===== config.mk =====
export PLATFORM = sky130hd
export DESIGN_NAME = wash_cycle_ctrl
export DESIGN_NICKNAME = d
export VERILOG_FILES = /design/src/rtl/wash_cycle_ctrl.sv
export SDC_FILE = /design/constraint.sdc
export NUM_CORES = 1
export LEC_CHECK = 0
export BUFFER_PORTS_ARGS = -buffer_cell sky130_fd_sc_hd__buf_4
export CORE_MARGIN = 2
export CORE_UTILIZATION = 45
export CTS_CLUSTER_SIZE = 20
export DETAILED_ROUTE_END_ITERATION = 10
export GPL_ROUTABILITY_DRIVEN = 0
export REMOVE_ABC_BUFFERS = 1
export SYNTH_ARGS = -nofsm -noshare
export SYNTH_HDL_FRONTEND = slang
export SYNTH_SLANG_ARGS = --single-unit

===== constraint.sdc =====
create_clock -name clk -period 3.75 [get_ports clk]
set_input_delay 0.375 -clock clk [delete_from_list [all_inputs] [get_ports clk]]
set_output_delay 0.375 -clock clk [all_outputs]
set_load 0.01 [all_outputs]

===== src/rtl/wash_cycle_ctrl.sv =====
// Washing-machine cycle sequencer.
// Runs FILL -> WASH -> DRAIN -> FILL -> RINSE -> DRAIN -> SPIN -> DONE, timed in tick_1s pulses,
// and drives registered valve/motor/phase/time_left/status outputs.
module wash_cycle_ctrl #(
  parameter int unsigned CNT_W    = 8,
  parameter int unsigned WASH_T   = 20,
  parameter int unsigned RINSE_T  = 10,
  parameter int unsigned SPIN_T   = 8,
  parameter int unsigned QWASH_T  = 8,
  parameter int unsigned QRINSE_T = 4,
  parameter int unsigned QSPIN_T  = 4,
  parameter int unsigned DRAIN_T  = 3,
  parameter int unsigned DIR_T    = 2,
  parameter int unsigned FILL_TO  = 15
) (
  input  logic             clk,
  input  logic             rst,
  input  logic             tick_1s,
  input  logic             start,
  input  logic             abort,
  input  logic             water_full,
  input  logic             mode,
  output logic             valve_in,
  output logic             valve_out,
  output logic             motor_on,
  output logic             motor_dir,
  output logic [2:0]       phase,
  output logic [CNT_W-1:0] time_left,
  output logic             done,
  output logic             buzzer_req,
  output logic             err
);

  typedef enum logic [2:0] {
    StIdle  = 3'd0,
    StFill  = 3'd1,
    StWash  = 3'd2,
    StDrain = 3'd3,
    StRinse = 3'd4,
    StSpin  = 3'd5,
    StDone  = 3'd6,
    StError = 3'd7
  } state_e;

  localparam logic [CNT_W-1:0] CntOne    = CNT_W'(1);
  localparam logic [CNT_W-1:0] DrainLen  = CNT_W'(DRAIN_T);
  // Counters compare against "last value" so the terminal tick is the one that acts.
  localparam logic [CNT_W-1:0] DirLast   = CNT_W'(DIR_T - 1);
  localparam logic [CNT_W-1:0] FillLast  = CNT_W'(FILL_TO - 1);

  state_e           state_q;
  logic             mode_q;      // mode latched at the accepted start
  logic             rinse_q;     // set once the wash drain completes
  logic [CNT_W-1:0] fill_cnt_q;  // ticks spent in the current fill
  logic [CNT_W-1:0] dir_cnt_q;   // ticks since the last motor reversal
  logic [CNT_W-1:0] wash_len;
  logic [CNT_W-1:0] rinse_len;
  logic [CNT_W-1:0] spin_len;

  assign phase = state_q;

  // Phase lengths selected by the latched mode, never the live input.
  always_comb begin
    wash_len  = mode_q ? CNT_W'(QWASH_T)  : CNT_W'(WASH_T);
    rinse_len = mode_q ? CNT_W'(QRINSE_T) : CNT_W'(RINSE_T);
    spin_len  = mode_q ? CNT_W'(QSPIN_T)  : CNT_W'(SPIN_T);
  end

  // Sequencer: state, timers and all registered outputs.
  always_ff @(posedge clk or posedge rst) begin
    if (rst) begin
      state_q    <= StIdle;
      mode_q     <= 1'b0;
      rinse_q    <= 1'b0;
      fill_cnt_q <= '0;
      dir_cnt_q  <= '0;
      valve_in   <= 1'b0;
      valve_out  <= 1'b0;
      motor_on   <= 1'b0;
      motor_dir  <= 1'b0;
      time_left  <= '0;
      done       <= 1'b0;
      buzzer_req <= 1'b0;
      err        <= 1'b0;
    end else begin
      buzzer_req <= 1'b0;
      if (abort) begin
        state_q    <= StIdle;
        fill_cnt_q <= '0;
        dir_cnt_q  <= '0;
        valve_in   <= 1'b0;
        valve_out  <= 1'b0;
        motor_on   <= 1'b0;
        motor_dir  <= 1'b0;
        time_left  <= '0;
        done       <= 1'b0;
        err        <= 1'b0;
      end else begin
        unique case (state_q)
          StIdle, StDone: begin
            if (start) begin
              state_q    <= StFill;
              mode_q     <= mode;
              rinse_q    <= 1'b0;
              fill_cnt_q <= '0;
              valve_in   <= 1'b1;
              done       <= 1'b0;
              time_left  <= '0;
            end
          end
          StFill: begin
            // A full drum wins over a coincident timeout tick.
            if (water_full) begin
              state_q   <= rinse_q ? StRinse : StWash;
              time_left <= rinse_q ? rinse_len : wash_len;
              valve_in  <= 1'b0;
              motor_on  <= 1'b1;
              motor_dir <= 1'b0;
              dir_cnt_q <= '0;
            end else if (tick_1s) begin
              if (fill_cnt_q == FillLast) begin
                state_q    <= StError;
                valve_in   <= 1'b0;
                err        <= 1'b1;
                buzzer_req <= 1'b1;
              end else begin
                fill_cnt_q <= fill_cnt_q + CntOne;
              end
            end
          end
          StWash, StRinse: begin
            if (tick_1s) begin
              if (time_left <= CntOne) begin
                state_q   <= StDrain;
                time_left <= DrainLen;
                motor_on  <= 1'b0;
                motor_dir <= 1'b0;
                valve_out <= 1'b1;
              end else begin
                time_left <= time_left - CntOne;
                if (dir_cnt_q == DirLast) begin
                  motor_dir <= ~motor_dir;
                  dir_cnt_q <= '0;
                end else begin
                  dir_cnt_q <= dir_cnt_q + CntOne;
                end
              end
            end
          end
          StDrain: begin
            if (tick_1s && (time_left <= CntOne)) begin
              if (!rinse_q) begin
                state_q    <= StFill;
                rinse_q    <= 1'b1;
                fill_cnt_q <= '0;
                time_left  <= '0;
                valve_out  <= 1'b0;
                valve_in   <= 1'b1;
              end else begin
                state_q   <= StSpin;
                time_left <= spin_len;
                motor_on  <= 1'b1;
                motor_dir <= 1'b0;
              end
            end else if (tick_1s) begin
              time_left <= time_left - CntOne;
            end
          end
          StSpin: begin
            if (tick_1s) begin
              if (time_left <= CntOne) begin
                state_q    <= StDone;
                time_left  <= '0;
                motor_on   <= 1'b0;
                valve_out  <= 1'b0;
                done       <= 1'b1;
                buzzer_req <= 1'b1;
              end else begin
                time_left <= time_left - CntOne;
              end
            end
          end
          StError: begin
            // Only abort or rst leave this state.
          end
          default: state_q <= StIdle;
        endcase
      end
    end
  end

endmodule


Yosys cells after proc, flatten, opt, wreduce, memory -nomap -nowiden
Index checks and enable logic that the tools add are counted.
{"block": "classes", "reduce_logical": 28, "bitwise": 2, "shifts": 0, "multipliers": 0, "mux": 87, "n_div": 0, "magnitude_cmp": 1, "eq_ne": 30, "n_addsub": 3}
{"op": "2-to-1 mux 8 bit", "n": 20}
{"op": "case mux 8 bit (5 select lines)", "n": 1}
{"op": "2-to-1 mux 1 bit", "n": 39}
{"op": "inequality test 3 bit, second input constant", "n": 13}
{"op": "2-to-1 mux 3 bit", "n": 12}
{"op": "case mux 8 bit (3 select lines)", "n": 1}
{"op": "AND reduction 6 bit", "n": 4}
{"op": "adder 8 x 1 -> 8 bit, second input constant", "n": 2}
{"op": "inequality test 4 bit, second input constant", "n": 4}
{"op": "case mux 8 bit (2 select lines)", "n": 1}
{"op": "AND reduction 4 bit", "n": 4}
{"op": "nonzero test 4 bit", "n": 4}
{"op": "case mux 3 bit (5 select lines)", "n": 1}
{"op": "AND reduction 7 bit", "n": 2}
{"op": "2-to-1 mux 4 bit", "n": 3}
{"op": "case mux 1 bit (3 select lines)", "n": 4}
{"op": "2-to-1 mux 5 bit", "n": 2}
{"op": "equality test 3 bit, second input constant", "n": 3}
{"op": "AND reduction 9 bit", "n": 1}
{"op": "equality test 8 x 1 -> 1 bit, second input constant", "n": 1}
{"op": "equality test 8 x 4 -> 1 bit, second input constant", "n": 1}
{"op": "<= comparator 8 x 1 -> 1 bit, second input constant", "n": 1}
{"op": "nonzero test 2 bit", "n": 4}
{"op": "subtractor 8 x 1 -> 8 bit, second input constant", "n": 1}
{"op": "13 further kinds", "n": 22}
{"block": "totals", "latch_bits": 0, "ramBits": 0, "in_bits": 7, "mem_count": 0, "romBits": 0, "word_cells": 164, "ff_bits": 36}

Depth between registers and ports, before layout
Gate-level depths: netlist (run 1).
{"block": "depth", "word_depth": 6, "depth_mapped": 8, "mapped_depth_nobuf": 7}

Worst setup path after synthesis (run 1)
Ideal clock, no wire load.
{"block": "synth_path", "path_type": "flip-flop to flip-flop", "from": "register time_left[4]", "to": "register fill_cnt_q[1]", "setup_slack_ps": 1500, "period_less_slack_ps": 2250, "path_stages_with_launch": 7, "required_ps": 3625, "arrival_ps": 2125, "cell_sequence": "dfrtp_1 or3_1 buf_6 nor4_4 a41oi_2 a211oi_4 mux2_4"}
{"block": "synth_between", "elab_chain_cells": 4}
{"element": "start, declared", "line": "28", "text": "output logic [CNT_W-1:0] time_left,"}
{"element": "start signal, assigned", "line": "115", "text": "time_left <= rinse_q ? rinse_len : wash_len;"}
{"element": "start signal, assigned", "line": "135", "text": "time_left <= DrainLen;"}
{"element": "start signal, assigned", "line": "140", "text": "time_left <= time_left - CntOne;"}
{"element": "<= comparator 8 x 1 -> 1 bit", "line": "151", "text": "if (tick_1s && (time_left <= CntOne)) begin"}
{"element": "logical AND 1 bit", "line": "151"}
{"element": "inequality test 3 bit (no source line)"}
{"element": "AND reduction 7 bit (no source line)"}
{"element": "end signal, assigned", "line": "127", "text": "fill_cnt_q <= fill_cnt_q + CntOne;"}
{"element": "end, declared", "line": "54", "text": "logic [CNT_W-1:0] fill_cnt_q;"}
No other way between the ends.
A chain may end at the register's enable or synchronous reset.

Worst setup path in the final report (run 1)
{"block": "layout_path", "from": "register state_q[1] (netlist: phase[1])", "to": "register fill_cnt_q[1]"}
{"block": "layout_between", "elab_chain_cells": 4, "word_cells_on_any_way": 15}
{"element": "start, declared", "line": "51", "text": "state_e state_q;"}
{"element": "start signal, assigned", "line": "72", "text": "state_q <= StIdle;"}
{"element": "start signal, assigned", "line": "88", "text": "state_q <= StIdle;"}
{"element": "start signal, assigned", "line": "102", "text": "state_q <= StFill;"}
{"element": "equality test 3 bit or logical NOT 3 bit (tied branches)", "line": "99", "text": "unique case (state_q)"}
{"element": "OR reduction 2 bit", "line": "99"}
{"element": "inequality test 3 bit (no source line) (tied with other cells)"}
{"element": "AND reduction 7 bit (no source line) or 2-to-1 mux 8 bit (tied branches)"}
Parallel ways exist; a longest one is shown, timed or not.

==> results.py, run 1 <==
metrics = {
    "yosys": {
        "yosys.area.top_type_share_pct": 36.7,
        "async_reset_ff_share_pct": 100,
        "synth_warnings": 0,
        "synth.most_common_cell": "nor2_1",
        "synth_edf_count": 0,
        "synth_seq_cells": 36,
        "syn_inst": 288,
        "synth_top_cell_by_area": "dfrtp_1",
        "yosys-top-cells-count": "nor2_1 (37), dfrtp_1 (36), nand2_1 (24), o21ai_0 (16)",
        "seq_area_frac_synth_pct": 36.7,
        "synth_area_leaders": "dfrtp_1 (37%), nor2_1 (5.7%), ha_1 (4.6%)",
        "synth_area_mm2": 0.00246,
        "syn_area_per_cell_um2": 8.53,
        "synthFlopType": "dfrtp_1",
        "yosysUniqueCellTypes": 59,
    },
    "critical_path": {
        "crit_path_end_kind": "flop",
        "crit_cells": 4,
        "rrSetupSlack_ns": 1.09,
        "cpMaxStageDelayCell": "nor4_1",
        "reg2reg_from": "phase[1]$_DFFE_PP0P_",
        "critPathMaxStageDelay_ns": 0.89,
        "r2r-end": "fill_cnt_q[1]$_DFFE_PP0P_",
        "timing.critical_path.cells": "xor2_1, nor4_1, a211oi_4, mux2_4",
        "critPathBufInv": 0,
        "reg2reg_depth": 4,
        "critPathRequiredTime_ns": 3.93,
        "startpoint_type": "flop",
        "critical_path_class": "flop to flop",
        "arrival_ns": 2.84,
        "crit_family": "simple AND/OR/NAND/NOR gates",
        "cp_max_fo": 23,
    },
    "global_routing": {
        "grt_max_degree": 24,
        "grt_pass1_wl_mm": 10.3,
        "grt_pass1_vias": 2037,
        "grt.total_usage_pct": 21.3,
        "overflow": 0,
        "antenna_found_initial": 0,
    },
    "place": {
        "place_area_mm2": 0.00269,
        "port_buffers": 24,
        "dpl.hpwl_mm": 4.33,
    },
    "pwr": {
        "peakVddDrop_mv": 0.363,
        "p_comb_share_pct": 52.3,
        "internal-power_mw": 1.03,
        "pwr-share-clk_pct": 16.3,
        "power_frac_seq_pct": 31.4,
        "p_per_area_mw_per_mm2": 684,
        "switchingPower_mw": 0.876,
        "switching_share_pct": 46.0,
        "p_leak_nw": 1.25,
    },
    "run": {
        "maxCapViolCount": 0,
    },
    "timing": {
        "fmax_mhz": 375,
        "finalSetupViolations": 0,
        "tightest_slew_ns": 1.09,
        "finClkSkew_ns": 0.00971,
        "maxSlewViolCount": 0,
        "rsz0062_at_grt": "no",
        "setup_tns_ns": 0,
        "relSlewSlack_pct": 26.9,
        "fin_crit_sh_pct": 71.0,
        "hold_viol_final": 0,
        "period_needed_ns": 2.66,
    },
    "floorplanning": {
        "die_height_um": 77.9,
        "die_x_um": 77.9,
        "fp-row-count": 26,
        "core_area_mm2": 0.00517,
        "initial_utilization_pct": 47.5,
        "io_pins": 25,
        "die_area_mm2": 0.00607,
    },
    "routing": {
        "ant_nets": 0,
        "routed_wl_mm": 5.98,
        "vias": 2240,
        "via_per_inst": 5.89,
        "drtPass1Iterations": 4,
        "drtIter0Drc": 179,
        "drc": 0,
        "wl_per_cell_um": 15.7,
    },
    "clock_tree": {
        "h-tree-depth": 2,
        "cts_setup_buffers": 0,
        "root_buffer": "clkbuf_8",
        "numCtsBuffers": 5,
        "tritoncts": "built",
        "insertion_delay_ns": 0.29,
        "clk_pin_slew_ns": 0.08,
        "cts_buffer_depth": 2,
        "cts_hold_buf": 0,
        "cts_resized": 0,
        "clkSinkCount": 36,
    },
    "min_path": {
        "hold_path.class": "primary input to async pin",
    },
    "cells_and_area": {
        "diodes": 0,
        "area_growth_syn_to_layout_pct": 13.4,
        "finalNetCount": 326,
        "final_area_mm2": 0.00279,
        "drive_gt1_share_pct": 15.5,
        "nFillCells": 493,
    },
    "outcome": {
        "status": "completed",
    },
}
==> per-stage QoR <==
step / hold WS (ns) / instances / utilization (%) / total power [mW] / worst slack [ns]
5_1_grt: 0.255 / 380 / 53.9 / 2.06 / 0.896
4_1_cts: 0.219 / 380 / 53.9 / 1.91 / 1.13
3_5_place_dp: 0.476 / 373 / 52.0 / 1.59 / 1.11
6_report: 0.196 / 380 / 53.9 / 1.91 / 1.09
2_1_floorplan: 0.441 / 276 / - / 1.28 / 1.28
3_3_place_gp: 0.465 / 373 / 52.0 / 1.61 / 1.11
==> registers in the layout, summed over array words and instances, names as in the netlist, 3 cells and up <==
register    flops
dir_cnt_q       8
fill_cnt_q      8
phase           3
time_left       8
==> metal layers <==
layer	vias to the layer above	global-route usage, %	share of wire (%)	wire (µm)
met5	-	0	0	0
met4	0	8.21	2.5	147
met3	13	4.53	4.5	269
met2	55	29.7	42	2530
met1	1049	31.9	51	3030
li1	1123	-	-	-
==> cell usage in the layout, fill, tap and decap left out, drive strengths merged, types with 4 or more instances in the layout <==
cell type  netlist  final
nand3           14     14
dfrtp           36     36
o211ai           4      4
or3              4      4
nand2           24     24
a211oi           4      4
o31ai            6      6
buf              6     27
a21oi           12     12
inv             13     13
mux2             4      4
nor4             6      6
nor2b            5      5
nor3            14     14
clkbuf           6      7
a211o            4      4
o21ai           17     17
ha               9      9
nor2            37     37
a31oi           10     10
==> how the worst max path moves through the flow <==
stage / start / end / slack [ns]
finish: phase[1]$_DFFE_PP0P_ / fill_cnt_q[1]$_DFFE_PP0P_ / 1.09
global route: phase[2]$_DFFE_PP0P_ / fill_cnt_q[1]$_DFFE_PP0P_ / 0.90
CTS: phase[2]$_DFFE_PP0P_ / fill_cnt_q[1]$_DFFE_PP0P_ / 1.13
detailed placement: phase[2]$_DFFE_PP0P_ / fill_cnt_q[1]$_DFFE_PP0P_ / 1.11
global placement: phase[2]$_DFFE_PP0P_ / fill_cnt_q[1]$_DFFE_PP0P_ / 1.11
floorplan: phase[2]$_DFFE_PP0P_ / time_left[4]$_DFFE_PP0P_ / 1.28
==> area by class of cell <==
| cell class | count | area [µm²] | area share, % |
|---|---|---|---|
| inverters | 13 | 48.8 | 1.75 |
| well taps | 70 | 87.6 | 3.14 |
| repair buffers | 27 | 203 | 7.27 |
| flip-flops and latches | 36 | 901 | 32.3 |
| clock buffers | 7 | 96.3 | 3.46 |
| multi-input cells | 227 | 1450 | 52.0 |
==> power groups by stage <==
stage          sequential (mW)  clock [mW]  combinational, mW
3_5_place_dp             0.604           0              0.989
3_3_place_gp             0.602           0               1.00
6_report                 0.598       0.310              0.997
4_1_cts                  0.596       0.319              0.994
2_1_floorplan            0.598           0              0.684
5_1_grt                  0.616       0.335               1.11
==> cells by family after synthesis <==
logic type / Yosys count / share of synthesized area [%]
AO/OA/AOI/OAI: 85 / 25.1
XOR/XNOR: 2 / 0.713
adder cells (fa/ha/maj): 9 / 4.58
buffers and inverters: 25 / 4.28
flip-flops: 36 / 36.7
multiplexers: 7 / 3.21
AND/OR/NAND/NOR: 124 / 25.5
(Power assumes the default switching activity.)
==> run 2: changes to the inputs <==
--- a/config.mk
+++ b/config.mk
@@ -11,6 +11,7 @@
 export CTS_CLUSTER_SIZE = 20
 export DETAILED_ROUTE_END_ITERATION = 10
 export GPL_ROUTABILITY_DRIVEN = 0
+export PLACE_DENSITY = 0.66
 export REMOVE_ABC_BUFFERS = 1
 export SYNTH_ARGS = -nofsm -noshare
 export SYNTH_HDL_FRONTEND = slang
==> constraint.sdc (replaced) <==
create_clock -name clk -period 2.38 [get_ports clk]
set_input_delay 0.238 -clock clk [delete_from_list [all_inputs] [get_ports clk]]
set_output_delay 0.238 -clock clk [all_outputs]
set_load 0.01 [all_outputs]
==> run 2 against run 1 <==
  * Clock skew decreased by 0.0030 ns
  * Cell count increased by 5.5%
  * Combinational power increased by 91%
  * First-iteration DRC count decreased by 15%
  * Register-to-register slack got worse by 0.96 ns
  * Via count increased by 4.3%
  * Clock power increased by 48%
  * Non-clock buffer count increased by 20
  * Largest cell class unchanged
  * Total power increased by 70%
==> results.py, run 2 (synthesis results as in run 1) <==
metrics = {
    "cells_and_area": {
        "fin_util_pct": 56.7,
        "finalNetCount": 346,
        "diodes": 0,
        "final_common_cell": "buf_4",
        "drive_gt1_share_pct": 21.1,
        "top_regs": "dir_cnt_q: 8 flops, fill_cnt_q: 8 flops, time_left: 8 flops",
        "mostFrequentLayoutCells": "buf_4 (47), nor2_1 (36), dfrtp_1 (36)",
        "area_growth_syn_to_layout_pct": 19.5,
        "final_area_mm2": 0.00294,
    },
    "floorplanning": {
        "core_area_mm2": 0.00517,
        "io_pins": 25,
        "die_area_mm2": 0.00607,
        "die_x_um": 77.9,
        "die_height_um": 77.9,
        "initial_utilization_pct": 47.5,
        "fp-row-count": 26,
    },
    "run": {
        "maxCapViolCount": 0,
    },
    "pwr": {
        "p_comb_share_pct": 58.7,
        "internal-power_mw": 1.77,
        "finalPower_mw": 3.23,
        "switchingPower_mw": 1.46,
        "pwr-share-clk_pct": 14.2,
        "peakVddDrop_mv": 0.595,
        "p_per_area_mw_per_mm2": 1100,
        "p_leak_nw": 1.35,
        "power_frac_seq_pct": 27.1,
        "switching_share_pct": 45.1,
    },
    "global_routing": {
        "overflow": 0,
        "grt_pass1_vias": 2195,
        "grt_max_degree": 37,
        "antenna_found_initial": 0,
        "grt.total_usage_pct": 21.8,
        "grt_pass1_wl_mm": 10.6,
    },
    "clock_tree": {
        "cts_hold_buf": 0,
        "clk_pin_slew_ns": 0.08,
        "clkSinkCount": 36,
        "tritoncts": "built",
        "root_buffer": "clkbuf_8",
        "cts_buffer_depth": 2,
        "h-tree-depth": 2,
        "insertion_delay_ns": 0.29,
        "numCtsBuffers": 5,
    },
    "place": {
        "place_area_mm2": 0.00284,
        "dpl.hpwl_mm": 4.49,
        "port_buffers": 24,
        "pre_cts_ws_ns": 0.157,
    },
    "timing": {
        "rsz0062_at_grt": "no",
        "tightest_slew_ns": 0.630,
        "fmax_mhz": 443,
        "hold_viol_final": 0,
        "relSlewSlack_pct": 58.0,
        "finClkSkew_ns": 0.00670,
        "fin_crit_sh_pct": 94.8,
        "setup_slack_ns": 0.123,
        "period_needed_ns": 2.26,
        "setup_tns_ns": 0,
        "finalSetupViolations": 0,
        "maxSlewViolCount": 0,
    },
    "critical_path": {
        "critPathMaxStageDelay_ns": 0.48,
        "arrival_ns": 2.44,
        "startpoint_type": "flop",
        "critPathBufInv": 1,
        "crit_path_end_kind": "flop",
        "cp_max_fo": 4,
        "reg2reg_from": "fill_cnt_q[0]$_DFFE_PP0P_",
        "critPathRequiredTime_ns": 2.57,
        "timing.critical_path.cells": "inv_1, ha_1, or3b_2, o311a_1, a311oi_2, o21ai_0, a22o_1",
        "cp-startpoint": "fill_cnt_q[0]$_DFFE_PP0P_",
        "critical_path_class": "flop to flop",
        "cpMaxStageDelayCell": "or3b_2",
        "crit_family": "compound AO/OA/AOI/OAI gates",
    },
    "routing": {
        "drtIter0Drc": 152,
        "wl_per_cell_um": 15.3,
        "ant_nets": 0,
        "via_per_inst": 5.83,
        "routed_wl_mm": 6.13,
        "drtPass1Iterations": 5,
        "vias": 2337,
        "drc": 0,
    },
    "min_path": {
        "hold_path.class": "primary input to async pin",
    },
    "outcome": {
        "status": "completed",
    },
}
run 2: cell types whose count changed in the layout (fill, tap and decap cells not counted), sizes merged:
cell    previous run  this run
buf               27        47
clkinv             0         2
clkbuf             7         6
run 2: final cells by class:
class / instances / area, µm²
fillers: 459 / 2240
multi-input cells: 227 / 1450
flip-flops and latches: 36 / 901
repair buffers: 47 / 353
well taps: 70 / 87.6
clock buffers: 6 / 82.6
inverters: 13 / 48.8
clock inverters: 2 / 10.0
run 2: what timing repair did:
action,CTS,global route
setup endpoints to repair,0,5
gates resized for setup,0,1
setup buffers,0,0
hold endpoints to repair,0,0
run 2: path summary, 6_finish.rpt:
check	to	slack, ns	cells past startpoint
setup / recovery	phase[1]$_DFFE_PP0P_	0.12	7
hold / removal	fill_cnt_q[3]$_DFFE_PP0P_	0.05	3
setup reg to reg	phase[1]$_DFFE_PP0P_	0.12	7
hold reg to reg	fill_cnt_q[7]$_DFFE_PP0P_	0.49	1
max in group asynchronous	time_left[3]$_DFFE_PP0P_	2.01	3
min in group clk	mode_q$_DFFE_PP0P_	0.18	2
run 2: through the flow:
step	hold WS [ns]	cells
5_1_grt	0.0944	401
3_3_place_gp	0.377	393
2_1_floorplan	0.304	276
4_1_cts	0.0563	401
6_report	0.0473	401
3_5_place_dp	0.381	393
run 2: worst reg2reg max path: stages (launching register included):
cell and delay, ns:
dfrtp_1 0.41, inv_1 0.10, ha_1 0.15, or3b_2 0.48, o311a_1 0.34, a311oi_2 0.28, o21ai_0 0.13, a22o_1 0.24
run 2: per-layer routing:
metal  global-route usage (%)  up-vias  wire length [µm]
met5                        0        -                 0
met3                     4.77       11               387
li1                         -     1155                 -
met4                     8.21        0               112
met2                     32.1       88              2660
met1                     31.1     1083              2980
run 2: power groups by stage:
stage	Sequential, mW	Clock [mW]	Combinational (mW)
after floorplan	0.943	0	1.08
after global placement	0.888	0	1.85
after detailed placement	0.886	0	1.86
after CTS	0.874	0.476	1.87
after global routing	0.898	0.510	2.08
final	0.875	0.460	1.90
